<file path="config.mk">
export PLATFORM = sky130hd
export DESIGN_NAME = tri_lcb_gate_ctl
export DESIGN_NICKNAME = d
export VERILOG_FILES = /design/src/rtl/tri_lcb_gate_ctl.sv
export SDC_FILE = /design/constraint.sdc
export NUM_CORES = 1
export LEC_CHECK = 0
export CORE_MARGIN = 2
export CORE_UTILIZATION = 59
export DETAILED_ROUTE_END_ITERATION = 16
export DONT_BUFFER_PORTS = 1
export HOLD_SLACK_MARGIN = 0.12
export PLACE_DENSITY_LB_ADDON = 0.3
export SLEW_MARGIN = 15
export SYNTH_ARGS = -nofsm -noshare
export SYNTH_HDL_FRONTEND = slang
export SYNTH_SLANG_ARGS = --single-unit
</file>
<file path="constraint.sdc">
create_clock -name nclk -period 1.8 [get_ports nclk]
set_input_delay 0.18 -clock nclk [delete_from_list [all_inputs] [get_ports nclk]]
set_output_delay 0.18 -clock nclk [all_outputs]
set_load 0.005 [all_outputs]
</file>
<file path="src/rtl/tri_lcb_gate_ctl.sv">
// tri_lcb_gate_ctl: local clock buffer gate controller (init/run/drain/hold).
// Optional act hysteresis counter built only when TRI_LCB_ACT_HYST_EN is defined.
//
// Ports:
//   nclk        block clock, all state changes on rising edge
//   sreset_b    synchronous active-low reset
//   act_req     functional update request for the latch bank
//   force_act   forces d1clk high in RUN/DRAIN
//   thold       clock-hold request
//   init_req    rerun the sreset init sequence
//   d1clk       latch enable (act) to the latch bank
//   d2clk       thold_b to the latch bank (0 = hold)
//   lclk_sreset sreset leg of the latch bank lclk
//   hold_ack    high while holding
//   init_done   one-cycle pulse on the first RUN cycle after INIT
module tri_lcb_gate_ctl #(
  parameter int INIT_CYCLES  = 2,
  parameter int DRAIN_CYCLES = 1,
  parameter int HYST_CYCLES  = 3
) (
  input  logic nclk,
  input  logic sreset_b,
  input  logic act_req,
  input  logic force_act,
  input  logic thold,
  input  logic init_req,
  output logic d1clk,
  output logic d2clk,
  output logic lclk_sreset,
  output logic hold_ack,
  output logic init_done
);

  if (INIT_CYCLES < 1 || INIT_CYCLES > 15 ||
      DRAIN_CYCLES < 0 || DRAIN_CYCLES > 15 ||
      HYST_CYCLES < 1 || HYST_CYCLES > 15) begin : g_bad_params
    $error("tri_lcb_gate_ctl: parameter out of range");
  end

  typedef enum logic [2:0] {
    S_IDLE,
    S_INIT,
    S_RUN,
    S_DRAIN,
    S_HOLD
  } state_e;

  localparam logic [3:0] INIT_LD  = 4'(INIT_CYCLES - 1);
  // With no drain phase the count is never used.
  localparam logic [3:0] DRAIN_LD =
    (DRAIN_CYCLES == 0) ? 4'd0 : 4'(DRAIN_CYCLES - 1);

  state_e     state_q, state_d;
  logic [3:0] init_cnt_q, init_cnt_d;
  logic [3:0] drain_cnt_q, drain_cnt_d;
  logic       d1_q, d1_d;
  logic       d2_q, d2_d;
  logic       sr_q, sr_d;
  logic       hk_q, hk_d;
  logic       dn_q, dn_d;
  logic       act_w;
  logic       init_entry;

  assign init_entry = (state_d == S_INIT) && (state_q != S_INIT);

`ifdef TRI_LCB_ACT_HYST_EN
  localparam logic [3:0] HYST_LD = 4'(HYST_CYCLES);

  logic [3:0] hyst_cnt_q, hyst_cnt_d;

  always_comb begin
    hyst_cnt_d = hyst_cnt_q;
    if (act_req) begin
      hyst_cnt_d = HYST_LD;
    end else if (hyst_cnt_q != 4'd0) begin
      hyst_cnt_d = hyst_cnt_q - 4'd1;
    end
    if (init_entry || (state_d == S_HOLD && state_q != S_HOLD)) begin
      hyst_cnt_d = 4'd0;
    end
  end

  always_ff @(posedge nclk) begin
    if (!sreset_b) hyst_cnt_q <= 4'd0;
    else           hyst_cnt_q <= hyst_cnt_d;
  end

  assign act_w = force_act | act_req | (hyst_cnt_q != 4'd0);
`else
  assign act_w = force_act | act_req;
`endif

  always_comb begin
    state_d = state_q;
    unique case (state_q)
      S_IDLE:  state_d = S_INIT;
      S_INIT:  if (init_cnt_q == 4'd0) state_d = S_RUN;
      S_RUN: begin
        if (init_req)   state_d = S_INIT;
        else if (thold) state_d = (DRAIN_CYCLES == 0) ? S_HOLD : S_DRAIN;
      end
      S_DRAIN: begin
        if (!thold)                    state_d = S_RUN;
        else if (drain_cnt_q == 4'd0)  state_d = S_HOLD;
      end
      S_HOLD: begin
        if (init_req)    state_d = S_INIT;
        else if (!thold) state_d = S_RUN;
      end
      default: state_d = S_IDLE;
    endcase
  end

  always_comb begin
    init_cnt_d = init_cnt_q;
    if (init_entry) begin
      init_cnt_d = INIT_LD;
    end else if (state_q == S_INIT && init_cnt_q != 4'd0) begin
      init_cnt_d = init_cnt_q - 4'd1;
    end
    drain_cnt_d = drain_cnt_q;
    if (state_d == S_DRAIN && state_q != S_DRAIN) begin
      drain_cnt_d = DRAIN_LD;
    end else if (state_q == S_DRAIN && drain_cnt_q != 4'd0) begin
      drain_cnt_d = drain_cnt_q - 4'd1;
    end
  end

  // Outputs are decoded from the state being entered so they are registered.
  always_comb begin
    d1_d = 1'b0;
    d2_d = 1'b0;
    sr_d = 1'b0;
    hk_d = 1'b0;
    dn_d = (state_q == S_INIT) && (state_d == S_RUN);
    unique case (state_d)
      S_INIT: begin
        d1_d = 1'b1;
        d2_d = 1'b1;
        sr_d = 1'b1;
      end
      S_RUN, S_DRAIN: begin
        d1_d = act_w;
        d2_d = 1'b1;
      end
      S_HOLD:  hk_d = 1'b1;
      default: ;
    endcase
  end

  always_ff @(posedge nclk) begin
    if (!sreset_b) begin
      state_q     <= S_IDLE;
      init_cnt_q  <= 4'd0;
      drain_cnt_q <= 4'd0;
      d1_q        <= 1'b0;
      d2_q        <= 1'b0;
      sr_q        <= 1'b0;
      hk_q        <= 1'b0;
      dn_q        <= 1'b0;
    end else begin
      state_q     <= state_d;
      init_cnt_q  <= init_cnt_d;
      drain_cnt_q <= drain_cnt_d;
      d1_q        <= d1_d;
      d2_q        <= d2_d;
      sr_q        <= sr_d;
      hk_q        <= hk_d;
      dn_q        <= dn_d;
    end
  end

  assign d1clk       = d1_q;
  assign d2clk       = d2_q;
  assign lclk_sreset = sr_q;
  assign hold_ack    = hk_q;
  assign init_done   = dn_q;

endmodule
</file>
==> metrics, run 1 <==
status finished clean; overall power between 0.7 and 0.8 mW; dpl hpwl around 990 um; crit start category register; CTS Buf Count 3; grt total ovfl 0; Die Y 40.93 um; HP Class input port to register; CTS Buffer Depth 2; clk root buf clkbuf_4; 1st-iter DRT viols 20; core area 1285 um2; H-tree Lvls 1; first-pass GRT wire length 2.173 mm; Switching Fraction 0.2973; routed wire length approximately 1.5 mm; clock latency on the worst-skew pair 0.28 ns; syn_area_per_cell between 10 and 15 um2; Fmax between 500 and 600 MHz; Leak around 0.32 nW; Setup-failing EPs final 0; Synth Instances 80; Post-synth ARST share 0; ANT nets after route 0; die width around 41 um; routed vias 615; initial core utilization 0.6261; area delta synth->final 9.331%; Seq/Total Area, Yosys 0.3981; Synth area leaders dfxtp_1, a211oi_1, a221oi_2; Rel. slew slack 0.6507; Worst Hold Slack ~0.12 ns; RePlAce Congestion around 0.94; most frequent cells in the layout dfxtp_1, inv_1, nor2_1, a211oi_1, nand2_1; commonest non-fill, non-tap cell in the layout dfxtp_1; WHS Path Cells 2; power per standard cell area about 900 nW/um2; Tightest Pin Transition 0.5240 ns; Boundary Pins 11; vias in the first global route ~540; Worst EP required between 1.5 and 2 ns; Fin Setup TNS 0 ns; Core Util, Final 0.6845; Final Hold Fails 0; Synth Cell Area just over 800 um2; CP Max Fanout 8; post-synth top area share 0.3981; share of cells above drive strength 1 0.2000; Via density between 6 and 7; Worst Path Arrival ~1.9 ns; Final Skew 0.001345 ns; Comb power frac 0.240; Tcrit/Tclk final 0.9546; Setup CP Type register to register; largest net degree at the start of global routing 10; count of max-cap constraint violations 0; Synth Register Bits 16; Int Pwr around 0.55 mW; First-pass DRT Iterations 4; clock power share 0.234; CTS tree yes; clk sink count 16; most common flop cell mapped by yosys dfxtp_1; Critical Path Sink Type register; syn_nets 88; drt wl/cell about 15 um; Rows 13; overall routing resource usage 0.2029; final slew viol count 0; n_diodes 0; min cycle time layout between 1.5 and 2 ns; die area around 1700 um2; post-synth top area cell dfxtp_1; Layout Nets 95; initial antenna violation count 0; cell count of the worst reg-to-reg path 6; drt drc 0; worst-case vdd ir drop between 0.0005 and 0.0006 V; Fillers roughly 110; Flop pwr share 0.526; IO Port Bufs 0; RSZ-0062 raised after global routing false; P_sw approximately 0.23 mW; clock-pin slew on the worst setup and hold paths around 0.080 ns; Yosys warning total 0; Unique masters post-synth 33; EDFF count, synth 0
## layout make-up
class	instances	area [um2]	area share
clock buffers	3	22.52	0.02560
repair buffers	3	30.03	0.03414
inverters	7	26.28	0.02987
flip-flops and latches	16	320.3	0.3642
multi-input cells	56	461.7	0.5249
well taps	15	18.77	0.02134
## power groups by stage
| stage | Clock (mW) | Sequential, mW | Combinational, mW |
|---|---|---|---|
| 6_report | 0.182 | 0.409 | 0.187 |
| 5_1_grt | 0.193 | 0.414 | 0.201 |
| 4_1_cts | 0.184 | 0.408 | 0.174 |
| 3_5_place_dp | 0 | 0.415 | 0.166 |
| 3_3_place_gp | 0 | 0.416 | 0.160 |
| 2_1_floorplan | 0 | 0.411 | 0.143 |
## synthesized netlist by cell type (2+ instances only)
cell type  number
a221oi_2        2
ha_1            2
nor4b_1         2
xnor2_1         2
o21ai_0         2
dfxtp_1        16
inv_1           7
a211oi_1        6
nor3_1          2
and3b_1         2
nand2_1         5
and2_2          2
nor3b_2         2
nand3_1         2
nand4b_1        2
nor2_1          7
## path summary, 6_finish.rpt
| path | from | to | slack, ns |
|---|---|---|---|
| hold reg to reg | init_cnt_q[0] | init_cnt_q[0] | 0.52 |
| setup / recovery | drain_cnt_q[0] | d2clk | 0.08 |
| setup reg to reg | drain_cnt_q[0] | d2clk | 0.08 |
| hold / removal | act_req | d1clk | 0.12 |
## cell families after synthesis
group / Yosys count / share of synthesized area
and+or+nand+nor: 31 / 0.2597
AOI/OAI and AO/OA: 19 / 0.2193
DFF: 16 / 0.3981
buffers and inverters: 8 / 0.04666
xor gates and xnor gates: 3 / 0.03267
adders and majority gates: 2 / 0.03110
muxes: 1 / 0.01244
## worst max-delay path, cell delays in order (launching register included)
cell and delay, ns:
dfxtp_1 0.35, inv_1 0.06, ha_1 0.19, or3b_4 0.43, a21boi_4 0.16, o21ai_4 0.11, o31a_1 0.31
## what timing repair did
item                                    CTS  global route
resized for setup                         0             2
buffers inserted                          0             0
hold buffers                              3             0
hold endpoints to repair                  8             0
endpoints found under the setup margin    0             4
## metal layers
layer  part of all wire  track usage
met4              0.028       0.1250
met2               0.43       0.2969
met5                  0            0
met1               0.49       0.2718
met3              0.052      0.03804
## metrics by stage
| stage | cells | instance area [um2] | setup slack [ns] |
|---|---|---|---|
| floorplan | 80 | 804.5 | 0.1781 |
| global placement | 94 | 812.0 | 0.07815 |
| detailed placement | 94 | 812.0 | 0.06439 |
| CTS | 100 | 864.6 | 0.02819 |
| global route | 100 | 879.6 | 0.01497 |
| finish | 100 | 879.6 | 0.08176 |
## registers in the layout (all words and copies together), names as in the netlist
| signal | count |
|---|---|
| drain_cnt_q | 4 |
| lclk_sreset | 1 |
| hold_ack | 1 |
| init_done | 1 |
| d1clk | 1 |
| d2clk | 1 |
| init_cnt_q | 4 |
| state_q | 3 |
No activity file was read; power rests on OpenSTA's default activity.
==> run 2, diff against run 1 <==
- CORE_ASPECT_RATIO: not set -> 0.8
- CORE_UTILIZATION: 59 -> 40
==> run 2 against run 1 <==
Compared with the run above: total power rose by 7.8%; core utilization fell by 20 points; sequential share of layout area fell by 1.2 points; die area rose by 43%; worst hold slack improved by 0.014 ns; clock skew rose by 0.0052 ns; worst setup slack improved by 0.017 ns; register-to-register slack improved by 0.02 ns; routed wire length rose by 1.1%; sequential power barely moved; global-route usage fell by 4.5 points; critical path type unchanged; critical endpoint unchanged; highest routed layer unchanged.
==> metrics, run 2 (synthesized netlist as in run 1, its figures left out) <==
status finished clean; clock-pin slew on the worst setup and hold paths 0.10 ns (+0.02 ns); Fin Setup TNS 0 ns (unchanged); commonest non-fill, non-tap cell in the layout dfxtp_1; drt wl/cell 13.38 um (-8.9%); CTS Buf Count 3 (unchanged); worst-case vdd ir drop 0.0005614 V (-4.8%); routed wire length 1.485 mm (+1.1%); crit start category register; biggest regs drain_cnt_q x4, init_cnt_q x4, state_q x3; RePlAce Congestion 0.7337 (-22%); overall routing resource usage 0.1577 (-0.04527); Critical Path Sink Type register; CP Max Fanout 8 (unchanged); Worst Path Buf+Inv 1 (unchanged); First-pass DRT Iterations 4 (unchanged); delay-heaviest family, CP compound AO/OA/AOI/OAI gates; cells along the critical path inv_1 -> ha_2 -> or3b_4 -> a21boi_4 -> o21ai_4 -> o31a_1; CTS tree yes; die area 2388 um2 (+43%); Setup-failing EPs final 0 (unchanged); H-tree Lvls 1 (unchanged); largest net degree at the start of global routing 10 (unchanged); clk sink count 16 (unchanged); Worst Hold Slack 0.1337 ns (+0.01402 ns); die width 54.14 um (+32%); final slew viol count 0 (unchanged); drt drc 0 (unchanged); cell area after layout 912.1 um2 (+3.7%); HP Class input port to register; clk root buf clkbuf_4; grt total ovfl 0 (unchanged); Fmax 587.8 MHz (+1.0%); Tcrit/Tclk final 0.9451 (-0.009486); core area 1892 um2 (+47%); Rows 14 (+1); Final Hold Fails 0 (unchanged); CTS Buffer Depth 2 (unchanged); first-pass GRT wire length 2.635 mm (+21%); Rel. slew slack 0.6792 (+0.02851); post-CTS setup repair buffer count 0 (unchanged); Worst EP required 1.99 ns (about the same); dpl hpwl 1.014 mm (+2.9%); power per standard cell area 919.1 nW/um2 (+3.9%); vias in the first global route 578 (+8.0%); initial core utilization 0.4253 (-0.2008); Setup CP Type register to register; routed vias 580 (-5.7%); Via density 5.225 (-15%); slowest stage delay, CP 0.42 ns (about the same); share of cells above drive strength 1 0.2299 (+0.02989); most frequent cells in the layout dfxtp_1, inv_1, nor2_1, a211oi_1, nand2_1; 1st-iter DRT viols 12 (-40%); Leak 0.3257 nW (+2.5%); clock latency on the worst-skew pair 0.29 ns (about the same); Layout Nets 96 (+1.1%); slowest CP cell or3b_4; Post-DP Area 823.3 um2 (+1.4%); n_diodes 0 (unchanged); min cycle time layout 1.701 ns (-0.01707 ns); Final Skew 0.006593 ns (+0.005248 ns); count of max-cap constraint violations 0 (unchanged); ANT nets after route 0 (unchanged); Die Y 44.12 um (+7.8%); Worst Path Arrival 1.89 ns (about the same); RSZ-0062 raised after global routing false; initial antenna violation count 0 (unchanged); Boundary Pins 11 (unchanged); Tightest Pin Transition 0.4812 ns (-0.04276 ns); area delta synth->final 13.37%; IO Port Bufs 0 (unchanged)
[run 2: changes by cell type in the layout (fill, tap and decap cells not counted), sizes merged]
cell         delta
clkbuf          +1
dlygate4sd3     +1
[run 2: final cells by class]
class | instances | area, um2
timing repair buffer | 4 | 40.04
fill | 190 | 979.7
clock buffer | 4 | 36.28
sequential | 16 | 321.6
tap | 24 | 30.03
inverter | 7 | 26.28
multi-input combinational | 56 | 457.9
[run 2: final timing paths]
path,from,endpoint,slack [ns],depth (start not counted)
max reg2reg,drain_cnt_q[0],d2clk,0.1,6
max,drain_cnt_q[0],d2clk,0.1,6
min reg2reg,init_cnt_q[0],init_cnt_q[0],0.48,1
min,sreset_b,drain_cnt_q[2],0.13,2
[run 2: per-layer routing]
| layer | up-vias | global-route usage | share of wire |
|---|---|---|---|
| li1 | 303 | - | - |
| met5 | - | 0 | 0 |
| met2 | 17 | 0.2000 | 0.37 |
| met3 | 2 | 0.05405 | 0.066 |
| met4 | 0 | 0.09000 | 0.011 |
| met1 | 258 | 0.2278 | 0.56 |
[run 2: metrics by stage]
stage                     total power [mW]  instances  setup WS, ns    util
after floorplan                     0.5543         80        0.1781       -
after global placement              0.5781        103       0.06447  0.4352
after detailed placement            0.5787        103       0.06699  0.4352
after CTS                           0.8384        111       0.05575  0.4755
after global routing                0.8845        111      0.004718  0.4821
final                               0.8383        111       0.09884  0.4821
[run 2: power by group]
group,internal [mW],switching [mW]
combinational,0.0811,0.0964
sequential,0.385,0.0250
clock,0.123,0.127
[run 2: repair_timing]
action | 4_1_cts | 5_1_grt
hold endpoints to repair | 8 | 0
hold buffers | 4 | 0
gates resized for setup | 0 | 3
setup endpoints to repair | 0 | 5
